**config.mk**
```make
export PLATFORM = sky130hd
export DESIGN_NAME = mdu_seq
export DESIGN_NICKNAME = d
export VERILOG_FILES = /design/src/rtl/mdu_pkg.sv /design/src/rtl/mdu_seq_adder.sv /design/src/rtl/mdu_seq.sv
export SDC_FILE = /design/constraint.sdc
export NUM_CORES = 1
export LEC_CHECK = 0
export ABC_CLOCK_PERIOD_IN_PS = 5800
export CAP_MARGIN = 40
export CORE_UTILIZATION = 42
export DETAILED_ROUTE_END_ITERATION = 16
export SYNTH_ARGS = -nofsm -noshare
export SYNTH_HDL_FRONTEND = slang
export SYNTH_SLANG_ARGS = --single-unit
export TNS_END_PERCENT = 20
```
**constraint.sdc**
```tcl
create_clock -name clk -period 5.8 [get_ports clk]
set_input_delay 1.16 -clock clk [delete_from_list [all_inputs] [get_ports clk]]
set_output_delay 1.16 -clock clk [all_outputs]
set_load 0.05 [all_outputs]
```
**src/rtl/mdu_pkg.sv**
```systemverilog
// Shared definitions for the iterative multiply/divide unit (mdu_seq):
// funct3 op encodings, FSM state enum and the step-counter width helper.
package mdu_pkg;

  localparam logic [2:0] MDU_MUL    = 3'd0;
  localparam logic [2:0] MDU_MULH   = 3'd1;
  localparam logic [2:0] MDU_MULHSU = 3'd2;
  localparam logic [2:0] MDU_MULHU  = 3'd3;
  localparam logic [2:0] MDU_DIV    = 3'd4;
  localparam logic [2:0] MDU_DIVU   = 3'd5;
  localparam logic [2:0] MDU_REM    = 3'd6;
  localparam logic [2:0] MDU_REMU   = 3'd7;

  typedef enum logic [1:0] {
    S_IDLE = 2'd0,
    S_CALC = 2'd1,
    S_FIX  = 2'd2,
    S_DONE = 2'd3
  } mdu_state_t;

  // Counter must hold the value XLEN itself, hence one bit beyond log2.
  function automatic int mdu_cnt_w(input int xlen);
    return $clog2(xlen) + 1;
  endfunction

endpackage

```
**src/rtl/mdu_seq_adder.sv**
```systemverilog
// (SIZE)-bit adder with carry-in and carry-out, shared by the multiply
// (add) and divide (trial subtract) step of mdu_seq.
module mdu_seq_adder #(
  parameter int SIZE = 65
) (
  input  logic [SIZE-1:0] i_a,
  input  logic [SIZE-1:0] i_b,
  input  logic            i_cin,
  output logic [SIZE-1:0] o_sum,
  output logic            o_cout
);

  assign {o_cout, o_sum} = {1'b0, i_a} + {1'b0, i_b} + {{SIZE{1'b0}}, i_cin};

endmodule

```
**src/rtl/mdu_seq.sv**
```systemverilog
// mdu_seq: iterative RV64M multiply/divide unit, one shift-add or
// restoring shift-subtract step per cycle, fixed latency XLEN+2.
// Optional macro MDU_WORD_OPS_EN adds the 32-bit *W variants (w=1).
module mdu_seq
  import mdu_pkg::*;
#(
  parameter int XLEN = 64
) (
  input  logic            clk,
  input  logic            rst_n,
  input  logic            start,
  input  logic [2:0]      op,
  input  logic            w,
  input  logic [XLEN-1:0] s1,
  input  logic [XLEN-1:0] s2,
  input  logic            flush,
  output logic            ready,
  output logic            valid,
  output logic [XLEN-1:0] res
);

  localparam int CW = mdu_cnt_w(XLEN);
  localparam logic [CW-1:0]     CNT_FULL = CW'(XLEN);
  localparam logic [CW-1:0]     CNT_ONE  = {{(CW-1){1'b0}}, 1'b1};
  localparam logic [CW-1:0]     CNT_ZERO = {CW{1'b0}};
  localparam logic [XLEN-1:0]   X_ZERO   = {XLEN{1'b0}};
  localparam logic [XLEN-1:0]   X_ONES   = {XLEN{1'b1}};
  localparam logic [XLEN-1:0]   X_ONE    = {{(XLEN-1){1'b0}}, 1'b1};
  localparam logic [2*XLEN-1:0] P_ONE    = {{(2*XLEN-1){1'b0}}, 1'b1};

  mdu_state_t        r_state, w_next;
  logic [2:0]        r_op;
  logic              r_neg_q, r_neg_r, r_dz;
  logic [CW-1:0]     r_cnt;
  logic [XLEN-1:0]   r_hi, r_lo, r_mcand, r_res;
  logic              r_ready, r_valid;

  logic              w_s1_signed, w_s2_signed, w_s1_neg, w_s2_neg;
  logic [XLEN-1:0]   w_s1_ext, w_s2_ext, w_s1_abs, w_s2_abs;
  logic [XLEN-1:0]   w_ld_lo, w_ld_mc;
  logic [CW-1:0]     w_ld_cnt;
  logic [XLEN:0]     w_add_a, w_add_b, w_add_sum;
  logic              w_add_cin, w_add_cout;
  logic [XLEN-1:0]   w_step_hi, w_step_lo;
  logic [2*XLEN-1:0] w_prod_fix;
  logic [XLEN-1:0]   w_quot_fix, w_rem_fix, w_sel, w_res_fix;

  assign w_s1_signed = (op == MDU_MULH) || (op == MDU_MULHSU) || (op == MDU_DIV) || (op == MDU_REM);
  assign w_s2_signed = (op == MDU_MULH) || (op == MDU_DIV) || (op == MDU_REM);

`ifdef MDU_WORD_OPS_EN
  logic w_word, r_word;
  // *W only exists for MUL and the divides; MULH* with w=1 runs full width.
  assign w_word   = w && ((op == MDU_MUL) || op[2]);
  assign w_s1_ext = w_word ? {{(XLEN-32){w_s1_signed & s1[31]}}, s1[31:0]} : s1;
  assign w_s2_ext = w_word ? {{(XLEN-32){w_s2_signed & s2[31]}}, s2[31:0]} : s2;
`else
  logic w_unused_w;
  assign w_unused_w = w;
  assign w_s1_ext   = s1;
  assign w_s2_ext   = s2;
`endif

  assign w_s1_neg = w_s1_signed & w_s1_ext[XLEN-1];
  assign w_s2_neg = w_s2_signed & w_s2_ext[XLEN-1];
  assign w_s1_abs = w_s1_neg ? (~w_s1_ext + X_ONE) : w_s1_ext;
  assign w_s2_abs = w_s2_neg ? (~w_s2_ext + X_ONE) : w_s2_ext;

  // Operand placement at accept: multiplier/dividend into the low half, the other into r_mcand.
  always_comb begin
    w_ld_lo  = op[2] ? w_s1_abs : w_s2_abs;
    w_ld_mc  = op[2] ? w_s2_abs : w_s1_abs;
    w_ld_cnt = CNT_FULL;
`ifdef MDU_WORD_OPS_EN
    if (w_word) begin
      w_ld_cnt = CW'(32);
      // A 32-step divide must see the dividend bits at the top of the shift register.
      if (op[2]) begin
        w_ld_lo = {w_s1_abs[XLEN-33:0], 32'h0000_0000};
      end else begin
        w_ld_lo = w_s2_abs;
      end
    end else begin
      w_ld_cnt = CNT_FULL;
    end
`endif
  end

  // Step operands: add multiplicand to the upper half, or trial-subtract the divisor.
  always_comb begin
    if (r_op[2]) begin
      w_add_a   = {r_hi, r_lo[XLEN-1]};
      w_add_b   = ~{1'b0, r_mcand};
      w_add_cin = 1'b1;
    end else begin
      w_add_a   = {1'b0, r_hi};
      w_add_b   = r_lo[0] ? {1'b0, r_mcand} : {(XLEN+1){1'b0}};
      w_add_cin = 1'b0;
    end
  end

  mdu_seq_adder #(.SIZE(XLEN + 1)) u_adder (
    .i_a    (w_add_a),
    .i_b    (w_add_b),
    .i_cin  (w_add_cin),
    .o_sum  (w_add_sum),
    .o_cout (w_add_cout)
  );

  // Next shift-register contents; carry-out high means no borrow, so the subtraction is kept.
  always_comb begin
    if (r_op[2]) begin
      w_step_hi = w_add_cout ? w_add_sum[XLEN-1:0] : w_add_a[XLEN-1:0];
      w_step_lo = {r_lo[XLEN-2:0], w_add_cout};
    end else begin
      w_step_hi = w_add_sum[XLEN:1];
      w_step_lo = {w_add_sum[0], r_lo[XLEN-1:1]};
    end
  end

  // Sign fix and result select. Divide-by-zero remainder and signed
  // overflow (MIN / -1) both fall out of the magnitude datapath plus
  // sign fix; only the divide-by-zero quotient needs an override.
  always_comb begin
    w_prod_fix = r_neg_q ? (~{r_hi, r_lo} + P_ONE) : {r_hi, r_lo};
    w_quot_fix = r_dz ? X_ONES : (r_neg_q ? (~r_lo + X_ONE) : r_lo);
    w_rem_fix  = r_neg_r ? (~r_hi + X_ONE) : r_hi;
    case (r_op)
      MDU_MUL:                        w_sel = w_prod_fix[XLEN-1:0];
      MDU_MULH, MDU_MULHSU, MDU_MULHU: w_sel = w_prod_fix[2*XLEN-1:XLEN];
      MDU_DIV, MDU_DIVU:              w_sel = w_quot_fix;
      MDU_REM, MDU_REMU:              w_sel = w_rem_fix;
      default:                        w_sel = X_ZERO;
    endcase
`ifdef MDU_WORD_OPS_EN
    // After 32 multiply steps the low product word sits at the top of r_lo.
    if (r_word) begin
      if (r_op == MDU_MUL) begin
        w_res_fix = {{(XLEN-32){r_lo[XLEN-1]}}, r_lo[XLEN-1 -: 32]};
      end else begin
        w_res_fix = {{(XLEN-32){w_sel[31]}}, w_sel[31:0]};
      end
    end else begin
      w_res_fix = w_sel;
    end
`else
    w_res_fix = w_sel;
`endif
  end

  // Next-state logic; flush always returns to IDLE and beats a same-cycle start.
  always_comb begin
    w_next = r_state;
    case (r_state)
      S_IDLE:  w_next = (start && !flush) ? S_CALC : S_IDLE;
      S_CALC:  w_next = flush ? S_IDLE : ((r_cnt == CNT_ONE) ? S_FIX : S_CALC);
      S_FIX:   w_next = flush ? S_IDLE : S_DONE;
      S_DONE:  w_next = S_IDLE;
      default: w_next = S_IDLE;
    endcase
  end

  // State, handshake and datapath registers.
  always_ff @(posedge clk or negedge rst_n) begin
    if (!rst_n) begin
      r_state <= S_IDLE;
      r_ready <= 1'b1;
      r_valid <= 1'b0;
      r_op    <= 3'd0;
      r_neg_q <= 1'b0;
      r_neg_r <= 1'b0;
      r_dz    <= 1'b0;
      r_cnt   <= CNT_ZERO;
      r_hi    <= X_ZERO;
      r_lo    <= X_ZERO;
      r_mcand <= X_ZERO;
      r_res   <= X_ZERO;
`ifdef MDU_WORD_OPS_EN
      r_word  <= 1'b0;
`endif
    end else begin
      r_state <= w_next;
      r_ready <= (w_next == S_IDLE);
      r_valid <= (w_next == S_DONE);
      case (r_state)
        S_IDLE: begin
          if (start && !flush) begin
            r_op    <= op;
            r_neg_q <= w_s1_neg ^ w_s2_neg;
            r_neg_r <= w_s1_neg;
            r_dz    <= (w_s2_ext == X_ZERO);
            r_cnt   <= w_ld_cnt;
            r_hi    <= X_ZERO;
            r_lo    <= w_ld_lo;
            r_mcand <= w_ld_mc;
`ifdef MDU_WORD_OPS_EN
            r_word  <= w_word;
`endif
          end
        end
        S_CALC: begin
          if (!flush) begin
            r_hi  <= w_step_hi;
            r_lo  <= w_step_lo;
            r_cnt <= r_cnt - CNT_ONE;
          end
        end
        S_FIX: begin
          if (!flush) begin
            r_res <= w_res_fix;
          end
        end
        default: begin
          r_cnt <= r_cnt;
        end
      endcase
    end
  end

  assign ready = r_ready;
  // flush during DONE must still kill the pulse, so it gates the registered flag.
  assign valid = r_valid & ~flush;
  assign res   = r_res;

endmodule

```
==> flow_summary_export.csv, run 1 <==
group,metric,value,unit
synth,post_synth.cell_area_avg,7.31,um2
clock_network,ctsHoldBuffers,0,
layout,finalNetCount,3947,
detailed_routing,drc,0,
clock_network,clock_path_buffers,3,
clock_network,path_clk_slew,0.06,ns
placement,hpwl,91600,um
layout,areaGrowthSynthToFinish,14.6,%
detailed_routing,postRouteAntennaNets,0,
detailed_routing,drt-pass1-iter-count,7,
sta,setup_violations,0,
placement,gp_congestion,1.01,
layout,multi_input_area,19000,um2
sta,whs,0.465,ns
outcome,outcome,"finished, final reports clean",
layout,num-fill-cells,6467,
setup_path,cp-endpoint,"res[28]",
synth,ys_ff_latch,273,
setup_path,start_kind,"flip-flop",
synth,ys_seq_area_share,25.1,%
clock_network,clk_latency,0.57,ns
detailed_routing,viasPerCell,6.32,
min_path,hold_path.class,"reg -> reg",
floorplanning,die_area,65800,um2
floorplanning,ios,202,
setup_path,cp-end-kind,"flip-flop",
floorplanning,die_h,257,um
floorplanning,rows,92,
clock_network,cts_root_buf,"clkbuf_16",
grt,grt_util_all_layers,35.1,%
floorplanning,start_util,42.8,%
clock_network,ctsResizeCount,0,
setup_path,r2r_start,"r_lo[0]",
setup_path,worstSetupPathType,"reg -> reg",
sta,rsz0062_at_grt,"false",
clock_network,post_cts_buffers,0,
floorplanning,design.core.area,63500,um2
grt,grt-ovfl-total,0,
setup_path,regToRegSetupSlack,0.95,ns
synth,synth-main-ff-cell,"dfrtp_1",
layout,n_antenna_cell,0,
synth,syn_area,27200,um2
sta,maxSlewViolCount,0,
sta,fin_crit,4.85,ns
synth,ys_warn_count,0,
grt,grt_pass1_vias,26000,
sta,final.period_utilization,83.6,%
detailed_routing,num_vias,29100,
detailed_routing,wl,119000,um
clock_network,cts_tree,"yes",
synth,synth_edf_count,0,
setup_path,worstPathMaxFanout,11,
placement,port_buffers,200,
power_and_ir_drop,pwr_density_cell,457,nW/um2
grt,grt_antenna_before_repair,1,
grt,grt_max_degree,126,
clock_network,cts_buffers,36,
layout,drive_gt1_share,7.83,%
synth,syn_inst,3724,
synth,synthDistinctLibCells,81,
power_and_ir_drop,ir_worst_vdd,0.000211,V
job,drv_cap,0,
synth,async_flop_share,100,%
sta,hold_viol,0,
clock_network,cts.htree.levels,2,
setup_path,cp.arrival,5.31,ns
sta,slew_headroom,28.9,%
synth,syn_nets,3932,
sta,fin_setup_tns,0,ns
detailed_routing,wl_per_cell,25.8,um
floorplanning,die-width,257,um
detailed_routing,drtIter0Drc,3337,
grt,grt_pass1_wl,174000,um
layout,ff_latch_area,6840,um2
sta,fmax,206,MHz
setup_path,crit_start,"r_lo[0]",
sta,worst-slew-pin-transition,1.06,ns
clock_network,cts.sinks,273,
setup_path,critPathRequiredTime,6.26,ns
setup_path,r2r-end,"res[28]",
setup_path,ff2ff_path_depth,12,
sta,skew,0.0270,ns
power_and_ir_drop,power.leakage,12.2,nW
-- worst min path at each step --
stage                 from           to  slack, ns  cells past startpoint
2_1_floorplan  r_mcand[23]  r_mcand[23]       0.46                      2
3_3_place_gp        res[2]       res[2]       0.45                      2
3_5_place_dp        res[2]       res[2]       0.46                      2
4_1_cts             res[2]       res[2]       0.47                      2
5_1_grt            res[62]      res[62]       0.49                      1
6_report            res[2]       res[2]       0.47                      2
-- cell usage after synthesis, types with 31 or more instances --
cell type  instances  share of area [%]
a21oi_1          347                6.4
inv_1             45               0.62
o31ai_1           73                2.0
a21o_1            44                1.2
xor2_1           151                4.9
mux2i_1           81                3.0
ha_1              70                3.2
nand2_1          449                6.2
a221oi_1          38                1.2
o21ai_0          441                8.1
nor4_1            39               0.90
mux2_2            75                3.1
o22ai_1           31               0.71
dfrtp_1          272                 25
or3_1             33               0.76
clkbuf_1         306                4.2
o221ai_1          72                2.3
xnor2_1          181                5.8
or4_1             35               0.97
nor2_1           365                5.0
nor3_1           124                2.3
nand3_1           62                1.1
-- layer usage --
metal | routed length (um) | vias to the layer above | track usage [%]
li1 | - | 13600 | -
met1 | 49900 | 13800 | 48.6
met2 | 50600 | 1514 | 52.1
met3 | 11500 | 264 | 6.04
met4 | 6860 | 0 | 17.9
met5 | 0 | - | 0
-- cell usage in the layout, fill, tap and decap left out, types with 9 or more instances in the layout --
cell               n
nand2_1          447
o21ai_0          441
nor2_1           359
a21oi_1          347
dfrtp_1          270
clkdlybuf4s50_1  198
xnor2_1          181
xor2_1           151
nor3_1           123
buf_4             95
mux2i_1           81
mux2_2            75
o31ai_1           73
o221ai_1          72
ha_1              70
nand3_1           62
inv_1             45
a21o_1            44
nor4_1            38
a221oi_1          38
clkbuf_16         37
or4_1             35
or3_1             32
o22ai_1           31
nand4_1           30
nand2b_1          26
a31oi_1           26
o41ai_1           25
a211oi_1          24
and2_1            18
o211ai_1          16
or2_2             14
o22a_1            14
o21a_1            14
and3_1            12
a22oi_1           11
nor2b_1            9
a22o_1             9
o21bai_1           9
-- layout make-up --
type                            count  area share [%]
Inverter                           47           0.566
Sequential cell                   273            21.9
Multi-Input combinational cell   3078            61.1
Tap cell                          846            3.40
Clock inverter                     19           0.578
Clock buffer                       46            3.21
Timing Repair Buffer              303            9.22
-- report_power, final --
group / total [W] / switching [W] / internal (W)
clock network: 0.00228 / 0.000959 / 0.00132
registers: 0.00370 / 0.00127 / 0.00243
logic: 0.00827 / 0.00531 / 0.00297
total: 0.0143 / 0.00754 / 0.00671
-- worst max-delay path: stages (launching register included) --
cell and delay [ns]:
dfrtp_1 0.45, inv_1 0.29, ha_1 0.32, or4b_1 0.52, nor4_1 0.40, nand3_1 0.28
or4_1 0.89, nor2_1 0.30, nand2_1 0.11, mux2_2 0.27, a21oi_1 0.60, a21oi_1 0.10
o22a_1 0.20
-- logic make-up (layout without fill, tap and decap cells) --
kind of cell / Yosys count / in the layout / synth area share, %
AOI/OAI and AO/OA: 1252 / 1252 / 28.2
xor gates and xnor gates: 332 / 332 / 10.7
adders and majority gates: 72 / 72 / 3.37
buffers and inverters: 373 / 415 / 5.15
DFF: 273 / 273 / 25.1
muxes: 156 / 156 / 6.08
and+or+nand+nor: 1266 / 1266 / 21.4
-- through the flow --
step	power [W]	cells	area [um2]	worst slack (ns)	utilization, %
2_1_floorplan	0.00868	3724	27200	0.675	-
3_3_place_gp	0.0116	4546	30000	0.679	47.2
3_5_place_dp	0.0117	4546	30000	0.643	47.2
4_1_cts	0.0140	4611	31200	1.05	49.0
5_1_grt	0.0150	4612	31200	0.626	49.1
6_report	0.0143	4612	31200	0.950	49.1
-- registers in the layout (all words and copies together), names as in the netlist --
name     flops
r_cnt        7
r_dz         1
r_hi        64
r_lo        64
r_mcand     64
r_neg_q      1
r_neg_r      1
r_op         3
r_state      2
r_valid      1
ready        1
res         64
Note: power is estimated with default switching activity, not from simulation.
==> run 2, diff against run 1 <==
--- a/config.mk
+++ b/config.mk
@@ -5,7 +5,7 @@
 export SDC_FILE = /design/constraint.sdc
 export NUM_CORES = 1
 export LEC_CHECK = 0
-export ABC_CLOCK_PERIOD_IN_PS = 5800
+export ABC_CLOCK_PERIOD_IN_PS = 4900
 export CAP_MARGIN = 40
 export CORE_UTILIZATION = 42
 export DETAILED_ROUTE_END_ITERATION = 16
==> constraint.sdc (replaced) <==
create_clock -name clk -period 4.9 [get_ports clk]
set_input_delay 0.98 -clock clk [delete_from_list [all_inputs] [get_ports clk]]
set_output_delay 0.98 -clock clk [all_outputs]
set_load 0.05 [all_outputs]
==> run 2 against run 1 <==
Compared with the run above: flip-flop and latch count stayed put; fmax is 6.1% higher; sequential power is 12% higher; design area is 1.8% higher; global-route usage is 0.44 points higher; sequential share of layout area is 0.40 points lower; final cell count is 1.6% higher; first-iteration DRC count is 9.6% higher; largest cell class unchanged; highest routed layer is now met5.
==> flow_summary_export.csv, run 2 (synthesized netlist as in run 1, its figures left out) <==
group,metric,value,unit
outcome,outcome,"finished, final reports clean",
grt,grt_max_degree,123,
layout,final_cell_mix,"nand2_1, o21ai_0, nor2_1",
sta,skew,0.0318,ns
layout,finalNetCount,4020,
setup_path,critPathRequiredTime,5.33,ns
grt,grt_pass1_vias,26600,
floorplanning,die_h,257,um
detailed_routing,postRouteAntennaNets,0,
clock_network,cts_buffers,35,
setup_path,worstSetupPathType,"reg -> reg",
sta,worst-slew-pin-transition,1.10,ns
min_path,hold_path.class,"in -> async",
floorplanning,rows,92,
sta,final.period_utilization,93.3,%
job,drv_cap,0,
layout,ff_latch_area,6840,um2
setup_path,cp-end-kind,"flip-flop",
clock_network,cts_tree,"yes",
clock_network,cts.htree.levels,2,
sta,fin_setup_tns,0,ns
clock_network,cts_root_buf,"clkbuf_16",
detailed_routing,wl_met2,50900,um
placement,hpwl,93700,um
detailed_routing,drc,0,
grt,grt_pass1_wl,177000,um
placement,dp_slack,0.275,ns
setup_path,crit_start,"r_op[2]",
detailed_routing,dr_wl_met3,12100,um
power_and_ir_drop,pwr_density_cell,538,nW/um2
sta,fmax,219,MHz
clock_network,path_clk_slew,0.06,ns
floorplanning,design.core.area,63500,um2
layout,num-fill-cells,6362,
sta,fin_crit,4.57,ns
detailed_routing,num_vias,29500,
detailed_routing,wl_per_cell,25.7,um
floorplanning,start_util,42.8,%
detailed_routing,met1Wirelength,50400,um
sta,rsz0062_at_grt,"false",
clock_network,post_cts_buffers,0,
floorplanning,ios,202,
detailed_routing,wl,120000,um
clock_network,clk_latency,0.57,ns
setup_path,worstPathMaxFanout,22,
clock_network,cts.sinks,273,
sta,hold_viol,0,
clock_network,clock_path_buffers,3,
detailed_routing,viasPerCell,6.30,
floorplanning,die-width,257,um
sta,maxSlewViolCount,0,
clock_network,ctsResizeCount,0,
sta,final.setup.worst_slack,0.327,ns
detailed_routing,drtIter0Drc,3658,
grt,grt-ovfl-total,0,
sta,slew_headroom,25.9,%
sta,setup_violations,0,
setup_path,start_kind,"flip-flop",
grt,grt_antenna_before_repair,2,
layout,final_common_cell,"nand2_1",
floorplanning,die_area,65800,um2
detailed_routing,dr.max_layer_used,"met5",
power_and_ir_drop,power.leakage,12.6,nW
setup_path,cp.arrival,5.00,ns
clock_network,ctsHoldBuffers,0,
power_and_ir_drop,ir_worst_vdd,0.000275,V
layout,areaGrowthSynthToFinish,16.7,%
layout,drive_gt1_share,9.49,%
placement,gp_congestion,1.03,
detailed_routing,drt-pass1-iter-count,6,
setup_path,r2r_start,"r_op[2]",
placement,port_buffers,200,
grt,grt_util_all_layers,35.5,%
layout,multi_input_area,19000,um2
==> run 2: cell count changes in the layout (fill, tap and decap cells not counted), sizes merged <==
cell / change
inv: -3
bufinv: -1
buf: +74
clkinv: -2
diode: +2
clkbuf: +3
clkinvlp: -1
==> run 2: report_power, final <==
part | internal [W] | switching [W] | leakage (nW)
Sequential | 0.00288 | 0.00128 | 3.48
Clock | 0.00151 | 0.00107 | 0.547
Combinational | 0.00373 | 0.00660 | 8.54
==> run 2: worst paths after layout <==
kind	cells after the start	end	slack, ns
max	14	r_hi[40]	0.33
min	1	r_lo[10]	0.46
max reg2reg	14	r_hi[40]	0.33
min reg2reg	2	res[2]	0.46
max in group asynchronous	2	r_mcand[31]	3.16
min in group clk	2	res[2]	0.46
==> run 2: layout make-up <==
cell class	count	area share, %
Inverter	47	0.556
Multi-Input combinational cell	3078	60.0
Antenna cell	2	0.0158
Tap cell	846	3.33
Clock buffer	49	3.21
Timing Repair Buffer	377	11.0
Sequential cell	273	21.5
Clock inverter	12	0.347
==> run 2: stage by stage <==
| stage | area (um2) | power, W | hold slack (ns) | cells | util (%) |
|---|---|---|---|---|---|
| 3_5_place_dp | 30600 | 0.0141 | 0.458 | 4620 | 48.2 |
| 5_1_grt | 31700 | 0.0179 | 0.499 | 4683 | 50.0 |
| 2_1_floorplan | 27200 | 0.0103 | 0.455 | 3724 | - |
| 4_1_cts | 31700 | 0.0167 | 0.471 | 4681 | 49.9 |
| 6_report | 31700 | 0.0171 | 0.463 | 4684 | 50.0 |
| 3_3_place_gp | 30600 | 0.0141 | 0.455 | 4616 | 48.1 |
==> run 2: metal layers <==
layer / up-vias / track usage, %
met2: 1567 / 53.3
met4: 2 / 17.4
li1: 13700 / -
met1: 14000 / 49.2
met3: 270 / 6.03
met5: - / 0
==> run 2: critical path, cell delays in order, from the launching register on <==
cell and delay [ns]:
dfrtp_4 0.54, buf_4 0.29, mux2_2 0.39, ha_1 0.35, a21o_1 0.23, a31o_2 0.23
o2111ai_1 0.39, o211ai_1 0.26, nand4_1 0.18, a211oi_1 0.08, buf_4 0.15, or3_2 0.61
buf_12 0.22, or2_2 0.27, a32o_1 0.22
